## src/rtl/multiplier_result_queue.sv

```systemverilog
// Signed-result formatter and FIFO between the integer multiplier and writeback.
// Captures product magnitude + sign, formats to two's complement with overflow, queues results.
module multiplier_result_queue #(
    parameter int PRODUCT_WIDTH_IN_BITS = 64,
    parameter int QUEUE_DEPTH           = 2
) (
    input  logic                               clk_in,
    input  logic                               reset_in,
    input  logic                               product_valid_in,
    input  logic                               product_sign_in,
    input  logic [PRODUCT_WIDTH_IN_BITS-1:0]   product_in,
    output logic                               issue_ack_out,
    output logic                               result_valid_out,
    output logic [PRODUCT_WIDTH_IN_BITS-1:0]   result_out,
    output logic                               result_overflow_out,
    input  logic                               result_ready_in,
    output logic                               queue_full_out,
    output logic [$clog2(QUEUE_DEPTH):0]       queue_count_out
);

    localparam int W     = PRODUCT_WIDTH_IN_BITS;
    localparam int PTR_W = $clog2(QUEUE_DEPTH);
    localparam int CNT_W = PTR_W + 1;
    localparam logic [CNT_W-1:0] DEPTH_C = CNT_W'(QUEUE_DEPTH);
    localparam logic [PTR_W-1:0] PTR_ONE = PTR_W'(1'b1);
    localparam logic [CNT_W-1:0] CNT_ONE = CNT_W'(1'b1);

    // Entry layout: {overflow, result}. Negative overflow only when magnitude exceeds 2^(W-1).
    function automatic logic [W:0] format_product(input logic sign, input logic [W-1:0] mag);
        logic [W-1:0] res;
        logic         ovf;
        if (sign) begin
            res = ~mag + W'(1'b1);
            ovf = mag[W-1] & (|mag[W-2:0]);
        end else begin
            res = mag;
            ovf = mag[W-1];
        end
        return {ovf, res};
    endfunction

    logic [W:0]       mem_r [QUEUE_DEPTH];
    logic [PTR_W-1:0] wr_ptr_r;
    logic [PTR_W-1:0] rd_ptr_r;
    logic [CNT_W-1:0] count_r;
    logic [CNT_W-1:0] count_nxt_s;
    logic             ack_r;
    logic             valid_r;
    logic             full_r;
    logic             capture_s;
    logic             pop_s;

    assign capture_s = product_valid_in & ~ack_r & ~full_r;
    assign pop_s     = valid_r & result_ready_in;

    // Occupancy update from capture/pop pair.
    always_comb begin
        count_nxt_s = count_r;
        case ({capture_s, pop_s})
            2'b10:   count_nxt_s = count_r + CNT_ONE;
            2'b01:   count_nxt_s = count_r - CNT_ONE;
            default: count_nxt_s = count_r;
        endcase
    end

    // Pointers, count, handshake and status registers.
    always_ff @(posedge clk_in or posedge reset_in) begin
        if (reset_in) begin
            wr_ptr_r <= {PTR_W{1'b0}};
            rd_ptr_r <= {PTR_W{1'b0}};
            count_r  <= {CNT_W{1'b0}};
            ack_r    <= 1'b0;
            valid_r  <= 1'b0;
            full_r   <= 1'b0;
        end else begin
            if (capture_s) begin
                wr_ptr_r <= wr_ptr_r + PTR_ONE;
            end
            if (pop_s) begin
                rd_ptr_r <= rd_ptr_r + PTR_ONE;
            end
            count_r <= count_nxt_s;
            ack_r   <= capture_s;
            valid_r <= (count_nxt_s != {CNT_W{1'b0}});
            full_r  <= (count_nxt_s == DEPTH_C);
        end
    end

    // Result storage; cleared on reset so an empty queue reads zero.
    always_ff @(posedge clk_in or posedge reset_in) begin
        if (reset_in) begin
            for (int i = 0; i < QUEUE_DEPTH; i++) begin
                mem_r[i] <= {(W + 1){1'b0}};
            end
        end else if (capture_s) begin
            mem_r[wr_ptr_r] <= format_product(product_sign_in, product_in);
        end
    end

    assign issue_ack_out       = ack_r;
    assign result_valid_out    = valid_r;
    assign queue_full_out      = full_r;
    assign queue_count_out     = count_r;
    assign result_out          = mem_r[rd_ptr_r][W-1:0];
    assign result_overflow_out = mem_r[rd_ptr_r][W];

endmodule
```

## config.mk

```make
export PLATFORM = sky130hd
export DESIGN_NAME = multiplier_result_queue
export DESIGN_NICKNAME = d
export VERILOG_FILES = /design/src/rtl/multiplier_result_queue.sv
export SDC_FILE = /design/constraint.sdc
export NUM_CORES = 1
export LEC_CHECK = 0
export BUFFER_PORTS_ARGS = -buffer_cell sky130_fd_sc_hd__buf_2
export CAP_MARGIN = 10
export CORE_UTILIZATION = 45
export CTS_BUF_LIST = sky130_fd_sc_hd__clkbuf_2 sky130_fd_sc_hd__clkbuf_4 sky130_fd_sc_hd__clkbuf_8
export CTS_CLUSTER_DIAMETER = 80
export DETAILED_ROUTE_END_ITERATION = 16
export MAX_ROUTING_LAYER = met4
export PLACE_DENSITY = 0.7
export SETUP_SLACK_MARGIN = 0.05
export SLEW_MARGIN = 20
export SYNTH_ARGS = -nofsm -noshare
export SYNTH_HDL_FRONTEND = slang
export SYNTH_SLANG_ARGS = --single-unit
export TNS_END_PERCENT = 1
```

## constraint.sdc

```tcl
create_clock -name clk_in -period 7.3 [get_ports clk_in]
set_input_delay 1.46 -clock clk_in [delete_from_list [all_inputs] [get_ports clk_in]]
set_output_delay 1.46 -clock clk_in [all_outputs]
set_load 0.02 [all_outputs]
```

### Word-level counts from Yosys, hierarchy flattened

Cells that the tools add are included.
Widths: inputs -> output; s select.

* bitwise operators: 9
* muxes and demuxes: 11
* $lt $le $gt $ge: 3
* $add $sub $neg: 5
* eq/ne operators: 3
* reduce and logical (&&, ||, !) cells: 3

Operators with widths (count)
* $mux 65: 4
* $bwmux 130: 1
* $mux 64: 2
* $demux 65 s1: 1
* $add 64x1->64 const B: 1
* $not 64->64: 1
* $reduce_or 63->1: 1
* $and 1x1->1: 4
* $eq 2x2->1 const B: 2
* $ge 2x2->1 const B: 2
* $not 1->2: 2
* $pmux 2 s2: 1
* $add 1x1->1 const B: 2
* $add 2x1->2 const B: 1
* $eq 2x1->1 const B: 1
* $lt 2x1->1 const B: 1
* $mux 1: 2
* $not 1->1: 2
* $reduce_bool 2->1: 1
* $sub 2x1->2 const B: 1
* $logic_and 1x1->1: 1

* bits in registers: 137
* output and inout bits: 70
* bits of input ports: 69
* word-level logic and storage cells: 42

### Depth between registers and ports, before layout

* word-level depth: 6
* gate-level depth with buffers: 8

### Worst setup path after synthesis

Ideal clock, no wire load.

* kind: in2reg
* start: in product_in[0]
* end: reg mem_r[93] in the netlist's numbering
* path slack: 3604 ps
* stages on the path: 8
* setup time: 126 ps
* data arrival time: 3570 ps
* buffers on the path: 0
* path through: inv_1 > ha_1 > or4b_4 > or2_4 > or4_4 > o41ai_2 > xor2_1 > o21ai_1

* word-level cells in the longest chain between the ends: 5

RTL lines
* from (decl): RTL line 11 `input logic [PRODUCT_WIDTH_IN_BITS-1:0] product_in,`
* $not 64->64: RTL line 33 `res = ~mag + W'(1'b1);`
* $add 64x1->64: RTL line 33
* $mux 64: RTL line 32 `if (sign) begin`
* $mux 64: RTL line 95 `end else if (capture_s) begin`
* $bwmux 130: RTL line 96 `mem_r[wr_ptr_r] <= format_product(product_sign_in, product_in);`
* to (signal, indexed assignment): RTL line 93 `mem_r[i] <= {(W + 1){1'b0}};`
* to (signal, indexed assignment): RTL line 96
* to (decl): RTL line 42 `logic [W:0] mem_r [QUEUE_DEPTH];`

Every way passes these cells. The select of a mux whose other input is x is not followed.
A chain may end at the register's enable or synchronous reset.

### Worst setup path in the final report

* start: reg rd_ptr_r
* end: out result_out[58]

* word-level cells in the longest chain between the ends: 4

RTL lines
* from (decl): RTL line 44 `logic [PTR_W-1:0] rd_ptr_r;`
* from (signal assigned): RTL line 70 `rd_ptr_r <= {PTR_W{1'b0}};`
* from (signal assigned): RTL line 80 `rd_ptr_r <= rd_ptr_r + PTR_ONE;`
* $not 1->2 (implied by the code): RTL line 104 `assign result_out = mem_r[rd_ptr_r][W-1:0];`
* $mux 65 (3 in series)
* to (decl): RTL line 14 `output logic [PRODUCT_WIDTH_IN_BITS-1:0] result_out,`

Every way passes these cells. The select of a mux whose other input is x is not followed.

==> summary.txt <==
Route
  – WL final: between 15 and 20 mm
  – Routed Antenna Nets: 0
  – Drt wl/cell: ~16 um
  – Via Count: between 5000 and 6000
  – Post-route DRC: 0
  – Vias per inst: about 5.4
  – DRT iter0 DRCs: 310
  – Detailed-router iteration count before antenna repair: 5

Die
  – Chip Height: between 100 and 150 um
  – Die width: approximately 130 um
  – Core area: 0.0159 mm^2
  – Ports: approximately 140
  – DIE AREA: approximately 0.017 mm^2
  – FP Rows: 46
  – Starting Density: between 40 and 50%

Timing
  – Fin crit share: 54.2%
  – Max Slew Vio Count: 0
  – RSZ-0062 raised after global routing: no
  – Setup ws final: 3.35 ns
  – Final hold vios: 0
  – Fmax: roughly 0.25 GHz
  – Setup tns final: 0 ns
  – Clock skew: just under 0.007 ns
  – Setup violations, final: 0
  – Worst-Margin Slew: roughly 1 ns
  – Crit path time final: between 3 and 4 ns
  – Max-slew headroom: around 33%

Cells and area
  – Most frequent cells in the layout: nand2_1, buf_2, dfrtp_1
  – # diodes: 0
  – Area delta synth->final: 17.1%
  – Nets: a little over 900
  – Fill cells: between 1500 and 2000
  – Multi-input logic area: ~0.0037 mm^2
  – Final Util: 53.8%
  – Share of layout cells above drive strength 1: a little under a third
  – Seq. cell area: 0.00343 mm^2
  – Most common library cell in the layout ignoring fill and taps: nand2_1

Critical path
  – R2R Path Start: issue_ack_out
  – WP data arrival: 2.50 ns
  – CP max FO: 40
  – Setup Crit Path Kind: reg2out
  – Critical path endpoint: result_out[58]
  – Req. time, crit path: 5.84 ns
  – Worst setup SP type: register
  – Slack of the worst reg-to-reg path: roughly 4.7 ns
  – Crit end category: output port
  – Worst Setup SP: rd_ptr_r
  – FF-to-FF End: mem_r[116]
  – Worst r2r path cells: 6

Synthesis
  – Mapped Nets: about 820
  – Syn_area_per_cell: between 9 and 10 um^2
  – Post-synth cell types: 51
  – Top-area cell type share of the netlist area: between 40% and 50%
  – Ys Warns: 0
  – Post-Synthesis Cells: approximately 750
  – Largest cells by area after synthesis: dfrtp_1, mux2_2, o21ai_0, nand2_1, xor2_1
  – Largest area contributor in the netlist: dfrtp_1
  – Cell Area, Synth: 0.00730 mm^2
  – Seq/Total Area, Yosys: ~47%
  – Seq cells post-synth: roughly 140

Global routing
  – First-pass GRT wire length: around 29 mm
  – Total GRT Usage: a little under a quarter
  – Largest net degree at the start of global routing: around 110
  – Grt ovf: 0
  – Vias in the first global route: roughly 5700
  – Initial antenna violation count: 0

Clock network
  – Worst-Skew Late Latency: between 0.4 and 0.5 ns
  – Clock root buffer: clkbuf_8
  – Clk buf depth: 2
  – Sink Count: 137
  – Hold_buf cts: 0
  – Post-CTS sizing: 0
  – CTS Buf Count: 17
  – Worst-path clk slew: about 0.08 ns
  – H-tree depth: 4
  – CTS tree: done
  – Setup Fix Bufs, Post-CTS: 0

Job
  – Max-Cap Viols: 0

Placement
  – IO buf count: 138
  – Final HPWL DP: 11.9 mm
  – DP Worst Slack: between 3 and 4 ns
  – Placer Congestion: between 0.7 and 0.8

Outcome
  – Status: completed

Power and ir drop
  – Peak VDD IR: between 0.0003 and 0.0004 V
  – Power per cell area: about 410 mW/mm^2
  – Leak: approximately 3.9 nW

Hold path
  – Hold Path Class: reg2reg
[layer usage]
| metal | vias up | global-route usage (%) | routed length [um] |
|---|---|---|---|
| met5 | - | - | 0 |
| met4 | 0 | 8.24 | 277 |
| met3 | 22 | 4.79 | 909 |
| met2 | 162 | 34.7 | 8070 |
| met1 | 2807 | 30.6 | 8170 |
| li1 | 2873 | - | - |
[final cells by class]
class / instances / share of cell area, %
repair buffers: 143 / 8.51
multi-input cells: 558 / 42.8
well taps: 216 / 3.16
clock inverters: 12 / 2.02
clock buffers: 20 / 3.15
flip-flops and latches: 137 / 40.1
inverters: 6 / 0.293
[synth_stat cells, drive strengths merged]
cell type	count
clkbuf	37
nor3b	1
a21oi	9
xor2	51
nor4	9
nor3	7
dfrtp	137
nand4	3
o311ai	1
nand2b	5
or2	6
and2	3
nor4b	1
mux2i	1
or4	16
a31o	2
or4b	1
mux2	65
or3	16
o21a	1
nand2	145
nor2	15
o211ai	4
o41ai	12
inv	6
a41oi	2
buf	7
nand3	5
o31ai	18
o21bai	2
xnor2	10
o31a	2
o21ai	143
ha	2
[logic make-up after synthesis]
| logic type | after synthesis | share of synthesized area, % |
|---|---|---|
| adders and majority gates | 2 | 0.343 |
| DFF | 137 | 46.9 |
| buffers and inverters | 50 | 3.15 |
| and+or+nand+nor | 233 | 16.0 |
| muxes | 66 | 10.2 |
| AOI/OAI and AO/OA | 196 | 16.1 |
| xor gates and xnor gates | 61 | 7.32 |
[where the power goes]
part / switching (mW) / total, mW / internal (mW)
registers: 0.200 / 1.31 / 1.11
logic: 0.907 / 1.52 / 0.615
clock network: 0.300 / 0.692 / 0.392
total: 1.41 / 3.52 / 2.12
[worst max-delay path, stage by stage (launching register included)]
cell,delay [ns]
dfrtp_2,0.80
buf_4,0.61
mux2_2,0.44
buf_2,0.17
[sequential cells by signal, indices dropped and copies added, names as in the netlist]
register,cells
issue_ack_out,1
mem_r,130
queue_count_out,2
queue_full_out,1
rd_ptr_r,1
result_valid_out,1
wr_ptr_r,1
[through the flow]
stage,std cells,hold WS (ns),power (mW),cell area [um^2]
after floorplan,745,0.442,2.40,7300
after global placement,1060,0.455,2.83,8110
after detailed placement,1060,0.465,2.86,8110
after CTS,1092,0.482,3.56,8550
after global routing,1092,0.492,3.78,8550
final,1092,0.476,3.52,8550
[worst min path at each step]
stage | slack, ns | cells past startpoint | to | start
finish | 0.48 | 2 | mem_r[19] | mem_r[19]
global route | 0.49 | 2 | mem_r[90] | mem_r[90]
CTS | 0.48 | 2 | mem_r[101] | mem_r[101]
detailed placement | 0.46 | 2 | mem_r[24] | mem_r[24]
global placement | 0.46 | 2 | mem_r[64] | mem_r[64]
floorplan | 0.44 | 2 | mem_r[42] | mem_r[42]
(Power assumes the default switching activity.)
